<file path="config.mk">
export PLATFORM = sky130hd
export DESIGN_NAME = ram_init_ctrl
export DESIGN_NICKNAME = d
export VERILOG_FILES = /design/src/rtl/ram_init_ctrl.sv
export SDC_FILE = /design/constraint.sdc
export NUM_CORES = 1
export LEC_CHECK = 0
export ABC_CLOCK_PERIOD_IN_PS = 4600
export BUFFER_PORTS_ARGS = -buffer_cell sky130_fd_sc_hd__clkbuf_2
export CAP_MARGIN = 40
export CELL_PAD_IN_SITES_DETAIL_PLACEMENT = 0
export CELL_PAD_IN_SITES_GLOBAL_PLACEMENT = 1
export CORE_MARGIN = 3
export CORE_UTILIZATION = 34
export CTS_BUF_LIST = sky130_fd_sc_hd__clkbuf_4 sky130_fd_sc_hd__clkbuf_8
export DETAILED_ROUTE_END_ITERATION = 8
export PLACE_DENSITY_LB_ADDON = 0.1
export SYNTH_ARGS = -nofsm -noshare
export SYNTH_HDL_FRONTEND = slang
export SYNTH_SLANG_ARGS = --single-unit
export TNS_END_PERCENT = 5
</file>
<file path="constraint.sdc">
create_clock -name clk -period 4.6 [get_ports clk]
set_clock_uncertainty 0.05 [all_clocks]
set_input_delay 0.46 -clock clk [delete_from_list [all_inputs] [get_ports clk]]
set_output_delay 0.46 -clock clk [all_outputs]
set_load 0.02 [all_outputs]
</file>
<file path="src/rtl/ram_init_ctrl.sv">
// ram_init_ctrl: fills a memory region over AXI4 write with fixed-length INCR bursts, one burst outstanding.
module ram_init_ctrl #(
  parameter int          ID_WIDTH  = 6,
  parameter logic [31:0] BASE_ADDR = 32'h0,
  parameter logic [31:0] MEM_SIZE  = 32'h100000,
  parameter int          BURST_LEN = 16,
  parameter logic [63:0] PATTERN   = 64'h0,
  parameter bit          ADDR_DATA = 1'b0
) (
  input  logic                clk,
  input  logic                rst,
  input  logic                i_start,
  output logic                o_busy,
  output logic                o_init_done,
  output logic                o_init_error,
  output logic [ID_WIDTH-1:0] o_awid,
  output logic [31:0]         o_awaddr,
  output logic [7:0]          o_awlen,
  output logic [2:0]          o_awsize,
  output logic [1:0]          o_awburst,
  output logic                o_awvalid,
  input  logic                i_awready,
  output logic [63:0]         o_wdata,
  output logic [7:0]          o_wstrb,
  output logic                o_wlast,
  output logic                o_wvalid,
  input  logic                i_wready,
  input  logic [ID_WIDTH-1:0] i_bid,
  input  logic [1:0]          i_bresp,
  input  logic                i_bvalid,
  output logic                o_bready
);
  typedef enum logic [2:0] {IDLE, ADDR, DATA, RESP, DONE} state_e;
  localparam logic [31:0] STEP     = 32'(BURST_LEN * 8);
  localparam logic [31:0] LAST     = BASE_ADDR + MEM_SIZE - STEP;
  localparam logic [7:0]  BEAT_MAX = 8'(BURST_LEN - 1);
  state_e      state_q, state_d;
  logic [31:0] addr_q, addr_d, beat_addr;
  logic [7:0]  beat_q, beat_d;
  logic        err_q, err_d, last_beat, start_ok, b_hs;
  logic        unused_bid;
  assign unused_bid = ^i_bid;
  assign last_beat  = beat_q == BEAT_MAX;
  assign start_ok   = i_start && (state_q == IDLE || state_q == DONE);
  assign b_hs       = state_q == RESP && i_bvalid;
  assign beat_addr  = addr_q + {21'd0, beat_q, 3'd0};
  always_ff @(posedge clk) begin
    if (rst) begin
      state_q <= IDLE;
      addr_q  <= BASE_ADDR;
      beat_q  <= 8'd0;
      err_q   <= 1'b0;
    end else begin
      state_q <= state_d;
      addr_q  <= addr_d;
      beat_q  <= beat_d;
      err_q   <= err_d;
    end
  end
  always_comb begin
    state_d = state_q;
    case (state_q)
      IDLE, DONE: state_d = i_start ? ADDR : state_q;
      ADDR:       state_d = i_awready ? DATA : ADDR;
      DATA:       state_d = (i_wready && last_beat) ? RESP : DATA;
      RESP:       state_d = i_bvalid ? ((addr_q == LAST) ? DONE : ADDR) : RESP;
      default:    state_d = IDLE;
    endcase
    addr_d = start_ok ? BASE_ADDR : b_hs ? addr_q + STEP : addr_q;
    beat_d = (state_q == DATA && i_wready) ? (last_beat ? 8'd0 : beat_q + 8'd1) : beat_q;
    err_d  = start_ok ? 1'b0 : err_q | (b_hs && i_bresp != 2'b00);
  end
  always_comb begin
    o_awvalid    = state_q == ADDR;
    o_wvalid     = state_q == DATA;
    o_bready     = state_q == RESP;
    o_busy       = state_q == ADDR || state_q == DATA || state_q == RESP;
    o_init_done  = state_q == DONE;
    o_init_error = err_q;
    o_wlast      = state_q == DATA && last_beat;
    o_awaddr     = addr_q;
    o_wdata      = ADDR_DATA ? {beat_addr + 32'd4, beat_addr} : PATTERN;
  end
  assign o_awid    = '0;
  assign o_awlen   = BEAT_MAX;
  assign o_awsize  = 3'd3;
  assign o_awburst = 2'b01;
  assign o_wstrb   = 8'hFF;
endmodule

</file>
==> metrics.csv, run 1 <==
stage;metric;value;unit
outcome;status;completed;
yosys;post-synth top area share;0.285;
pwr;internal power;0.000445;W
finish;area grow syn2layout;-0.911;%
worst_setup_path;CP arrival;2.41;ns
timing;fin crit period;2.24;ns
die;Initial Util;0.356;
worst_setup_path;Buf/Inv on CP;0;
worst_setup_path;Top delay family on crit path;simple AND/OR/NAND/NOR gates;
timing;Worst-Margin Slew;0.515;ns
worst_setup_path;Slowest-stage cell, CP;dfxtp_1;
timing;unrepaired setup endpoints after global routing;no;
pwr;switching pwr;0.000218;W
pwr;combinational fraction of design power;0.161;
clocking;clock sink count;37;
routing;drt wl/cell;11.3;microns
timing;max-slew violations;0;
die;cell row count;31;
routing;post-route ant nets;0;
yosys;syn avg cell area;8.21;sq um
clocking;post-CTS setup buffers;0;
timing;TNS Setup;0;ns
grt;GRT Residual Overflow;0;
grt;antenna violations before repair;0;
pwr;switching part of the total;0.328;
yosys;register bit total from synthesis;37;
clocking;CTS Hold Bufs;0;
clocking;Worst-Skew Late Latency;0.29;ns
yosys;top post-synthesis cells by area;buf_4 (28%), dfxtp_1 (28%), a21oi_1 (3.6%);
worst_setup_path;Max stage delay on crit path;0.56;ns
worst_setup_path;Setup CP Type;reg2reg;
routing;DR pass1 iterations;4;
finish;fin util;0.353;
yosys;synthesized cell area;2610;sq um
timing;Fin. Hold Viols;0;
yosys;asr flop ratio synth;0;
clocking;CTS Buffer Depth;2;
grt;first-pass GRT wire length;8.08;mm
clocking;CTS HTree Levels;2;
routing;DRC violation total after the first TritonRoute iteration;68;
grt;gr usage total;0.114;
yosys;most frequent cell after synthesis;buf_4;
yosys;top_reg_cell synth;dfxtp_1;
yosys;synth unique cells;41;
routing;Routed WL;5.13;mm
placed_design;Detail Placement HPWL;3.87;mm
finish;share of layout cells above drive strength 1;0.164;
timing;final setup vio count;0;
clocking;CTS Buf Count;5;
clocking;# resized after CTS;0;
yosys;most common library cells after synthesis;buf_4 (99), dfxtp_1 (37), nor2_1 (20);
routing;routed vias;1967;
die;die footprint;8760;sq um
placed_design;Routability Congestion;0.758;
finish;NumNets Final;368;
die;Die Width;93.6;microns
pwr;clock power share;0.344;
worst_setup_path;Cell Chain, Critical Path;and4b_1 > nand4_1 > or4_1 > a21oi_1;
yosys;YS warnings;0;
clocking;clk slew on worst S/H paths;0.08;ns
worst_setup_path;Max FO, Critical Path;11;
yosys;Post-synth EDFFs;0;
hold_path;worst hold path class;reg2reg;
pwr;Max VDD drop;0.0910;mV
worst_setup_path;Critical Path RT;4.77;ns
timing;Tcrit/Tclk final;0.487;
timing;Slew HR;0.657;
worst_setup_path;Crit. End Element;flop;
timing;fmax;0.446;GHz
pwr;Reg power frac;0.495;
die;I/O pins;144;
die;core area;7330;sq um
worst_setup_path;Worst Setup Start Kind;flop;
finish;antenna cells;0;
yosys;Post-Synthesis Cells;318;
grt;vias in the first global route;1672;
pwr;Pleak;1.12;nW
grt;pin count of the biggest net entering global routing;25;
routing;Via-to-Cell Ratio;4.35;
pwr;Pwr per Cell Area;256;nW/um^2
yosys;register area share after synthesis;0.284;
die;Chip Height;93.6;microns
routing;# DRC;0;
placed_design;I/O Buffers;39;
yosys;cell type with the largest total area after synthesis;buf_4;
clocking;TritonCTS clock tree;built;
job;max_cap viols;0;
clocking;Root Driver;clkbuf_8;
power by group through the flow:
stage | Sequential (W) | Combinational (W) | Clock (W)
3_5_place_dp | 0.000336 | 0.000106 | 0
3_3_place_gp | 0.000336 | 0.000106 | 0
6_report | 0.000328 | 0.000107 | 0.000228
4_1_cts | 0.000328 | 0.000106 | 0.000242
5_1_grt | 0.000329 | 0.000116 | 0.000257
2_1_floorplan | 0.000331 | 0.000163 | 0
worst register-to-register path, delay by kind of cell (launching register included):
family          cells  cell delay (ns)
flops               1             0.56
compound gates      1             0.14
simple gates        3             1.43
final cells by class:
| cell class | instances | area [sq um] |
|---|---|---|
| repair buffers | 40 | 203 |
| fillers | 791 | 4740 |
| clock buffers | 6 | 76.3 |
| well taps | 99 | 124 |
| multi-input cells | 264 | 1420 |
| flip-flops and latches | 37 | 741 |
| clock inverters | 2 | 10.0 |
| inverters | 4 | 15.0 |
worst paths after layout:
path | startpoint | to | slack, ns | depth (start not counted)
min reg2reg | o_init_error | o_init_error | 0.40 | 2
max reg2reg | state_q[0] | o_awaddr[22] | 2.36 | 4
min | o_init_error | o_init_error | 0.40 | 2
max | state_q[0] | o_awaddr[22] | 2.36 | 4
per-stage QoR:
step	hold WS [ns]	instance area, sq um	cells	power, W	setup slack [ns]
CTS	0.391	2590	452	0.000676	2.32
detailed placement	0.396	2500	444	0.000441	2.31
floorplan	0.429	2970	414	0.000494	2.57
finish	0.403	2590	452	0.000663	2.36
global placement	0.390	2500	444	0.000442	2.36
global route	0.408	2590	452	0.000702	2.12
routing by layer:
layer | track usage | wire [microns] | vias to the layer above | part of all wire
li1 | - | - | 977 | -
met3 | 0.0241 | 382 | 4 | 0.075
met4 | 0.0421 | 47 | 0 | 0.0092
met5 | 0 | 0 | - | 0
met2 | 0.179 | 2320 | 92 | 0.45
met1 | 0.153 | 2370 | 894 | 0.46
placed cells by master, fill, tap and decap left out, types with 2 or more instances in the layout:
master and instances:
conb_1 98, clkbuf_2 39, dfxtp_1 37, nor2_1 20, a21oi_1 19, nand2_1 14
or4_1 11, nand3_1 10, xor2_1 10, o31ai_1 10, nand4_1 9, o21ai_0 7
or3_1 6, xnor2_1 5, nor4_1 5, clkbuf_8 5, nor3b_1 4, and2_1 4
nor3_1 4, inv_1 4, and4_1 3, or2_2 3, nand2b_1 3, and3_1 2
mux2i_1 2, ha_1 2, clkinv_2 2
registers in the layout (all words and copies together), names as in the netlist:
register      count
beat_q            8
o_awaddr         25
o_init_error      1
state_q           3
cells by family (layout without fill, tap and decap cells):
family | Yosys count | count (layout) | synth area share
flip-flops | 37 | 37 | 0.284
XOR/XNOR | 15 | 15 | 0.0503
buffers and inverters | 113 | 52 | 0.311
multiplexers | 2 | 2 | 0.00767
other | 2 | 98 | 0.00288
adder cells (fa/ha/maj) | 2 | 2 | 0.00959
AO/OA/AOI/OAI | 39 | 39 | 0.0877
AND/OR/NAND/NOR | 108 | 108 | 0.247
Note: power is estimated with default switching activity, not from simulation.
==> run 2: changes to the inputs <==
- ABC_CLOCK_PERIOD_IN_PS: 4600 -> 1800
- CORE_UTILIZATION: 34 -> 29
- clock period: 4.6 -> 1.8 ns (I/O delays scaled with it)
==> metrics.csv, run 2 (synthesis results as in run 1) <==
stage;metric;value;unit
clocking;CTS Buf Count;5;
routing;DR pass1 iterations;4;
worst_setup_path;R2R Path Start;o_awaddr[8];
clocking;Worst-Skew Late Latency;0.28;ns
outcome;status;completed;
job;max_cap viols;0;
placed_design;Detail Placement HPWL;4.57;mm
routing;DRC violation total after the first TritonRoute iteration;40;
routing;max layer used;met4;
die;Chip Height;101;microns
pwr;switching part of the total;0.315;
routing;post-route ant nets;0;
grt;first-pass GRT wire length;9.13;mm
worst_setup_path;Max FO, Critical Path;6;
hold_path;Hold Crit Start;rst;
die;core area;8460;sq um
timing;Fin. Hold Viols;0;
timing;fin crit period;1.76;ns
routing;Via-to-Cell Ratio;4.21;
worst_setup_path;Critical Path RT;1.97;ns
pwr;Pwr Total;0.00176;W
pwr;clock power share;0.361;
timing;Tcrit/Tclk final;0.979;
finish;area grow syn2layout;16.6;%
placed_design;Routability Congestion;0.726;
worst_setup_path;crit path from;o_awaddr[8];
routing;routed vias;2098;
die;die footprint;10200;sq um
die;Die Width;101;microns
die;Initial Util;0.308;
clocking;CTS HTree Levels;2;
pwr;combinational fraction of design power;0.176;
timing;unrepaired setup endpoints after global routing;yes;
grt;pin count of the biggest net entering global routing;14;
worst_setup_path;Worst Setup Start Kind;flop;
finish;share of layout cells above drive strength 1;0.323;
die;cell row count;33;
timing;fmax;0.567;GHz
timing;max-slew violations;0;
clocking;Root Driver;clkbuf_8;
timing;final setup vio count;0;
clocking;TritonCTS clock tree;built;
pwr;Max VDD drop;0.235;mV
worst_setup_path;Setup CP Type;reg2reg;
clocking;clk slew on worst S/H paths;0.07;ns
routing;DR WL met3;422;microns
finish;max FFs per register;25;
finish;NumNets Final;408;
routing;Routed WL;5.92;mm
routing;DRT met1 WL;2.54;mm
grt;antenna violations before repair;0;
grt;GRT Residual Overflow;0;
placed_design;I/O Buffers;39;
grt;gr usage total;0.113;
clocking;clock sink count;37;
routing;# DRC;0;
clocking;CTS Buffer Depth;2;
finish;fin util;0.360;
pwr;Pwr per Cell Area;579;nW/um^2
grt;vias in the first global route;1860;
timing;Hold Slack;0.121;ns
routing;met2 wire len;2.92;mm
finish;most frequent cells in the layout;conb_1 (98), clkbuf_2 (39), buf_4 (39);
pwr;internal power;0.00121;W
pwr;Reg power frac;0.464;
worst_setup_path;Crit. End Element;flop;
finish;antenna cells;0;
pwr;switching pwr;0.000556;W
worst_setup_path;CP arrival;1.93;ns
routing;drt wl/cell;11.9;microns
die;I/O pins;144;
pwr;Pleak;1.35;nW
hold_path;worst hold path class;in2reg;
finish;commonest non-fill, non-tap cell in the layout;conb_1;
-- run 2: path summary, 6_finish.rpt --
check            endpoint  slack, ns  cells past startpoint
max reg2reg  o_awaddr[27]       0.04                      5
max          o_awaddr[27]       0.04                      5
min             beat_q[2]       0.12                      2
min reg2reg  o_init_error       0.40                      2
-- run 2: power groups by stage --
stage               clock network [W]  logic, W  registers, W
floorplan                           0  0.000416      0.000835
CTS                          0.000667  0.000306      0.000817
global placement                    0  0.000306      0.000836
finish                       0.000635  0.000309      0.000817
global route                 0.000700  0.000335      0.000818
detailed placement                  0  0.000305      0.000836
-- run 2: through the flow --
step	TNS [ns]	instances	area [sq um]	setup WS [ns]
after floorplan	-0.0216	414	3060	-0.00829
after global placement	-0.0247	484	2850	-0.0247
after detailed placement	-0.0565	484	2850	-0.0408
after CTS	-0.000109	495	2990	-0.000109
after global routing	-0.145	498	3040	-0.0419
final	0	498	3040	0.0369
-- run 2: worst max-delay path, cell delays in order (launching register included) --
cell and delay [ns]:
dfxtp_4 0.36, ha_4 0.14, nand3_4 0.09, or3_4 0.44, or4_1 0.48, a21oi_1 0.14
-- run 2: area by class of cell --
type | count | area (sq um)
repair buffers | 79 | 508
fillers | 904 | 5420
flip-flops and latches | 37 | 779
inverters | 4 | 15.0
multi-input cells | 265 | 1510
well taps | 105 | 131
clock buffers | 8 | 97.6
-- run 2: metal layers --
metal  vias to the layer above  track usage
li1                       1052            -
met1                       963        0.146
met2                        81        0.189
met3                         2       0.0242
met4                         0       0.0311
met5                         -            0
-- run 2: what timing repair did --
| item | in CTS | in global routing |
|---|---|---|
| pin swaps | 1 | 9 |
| hold buffers | 0 | 0 |
| gates resized for setup | 4 | 8 |
| cloned | 1 | 0 |
| setup buffers | 2 | 3 |
| setup endpoints to repair | 4 | 11 |
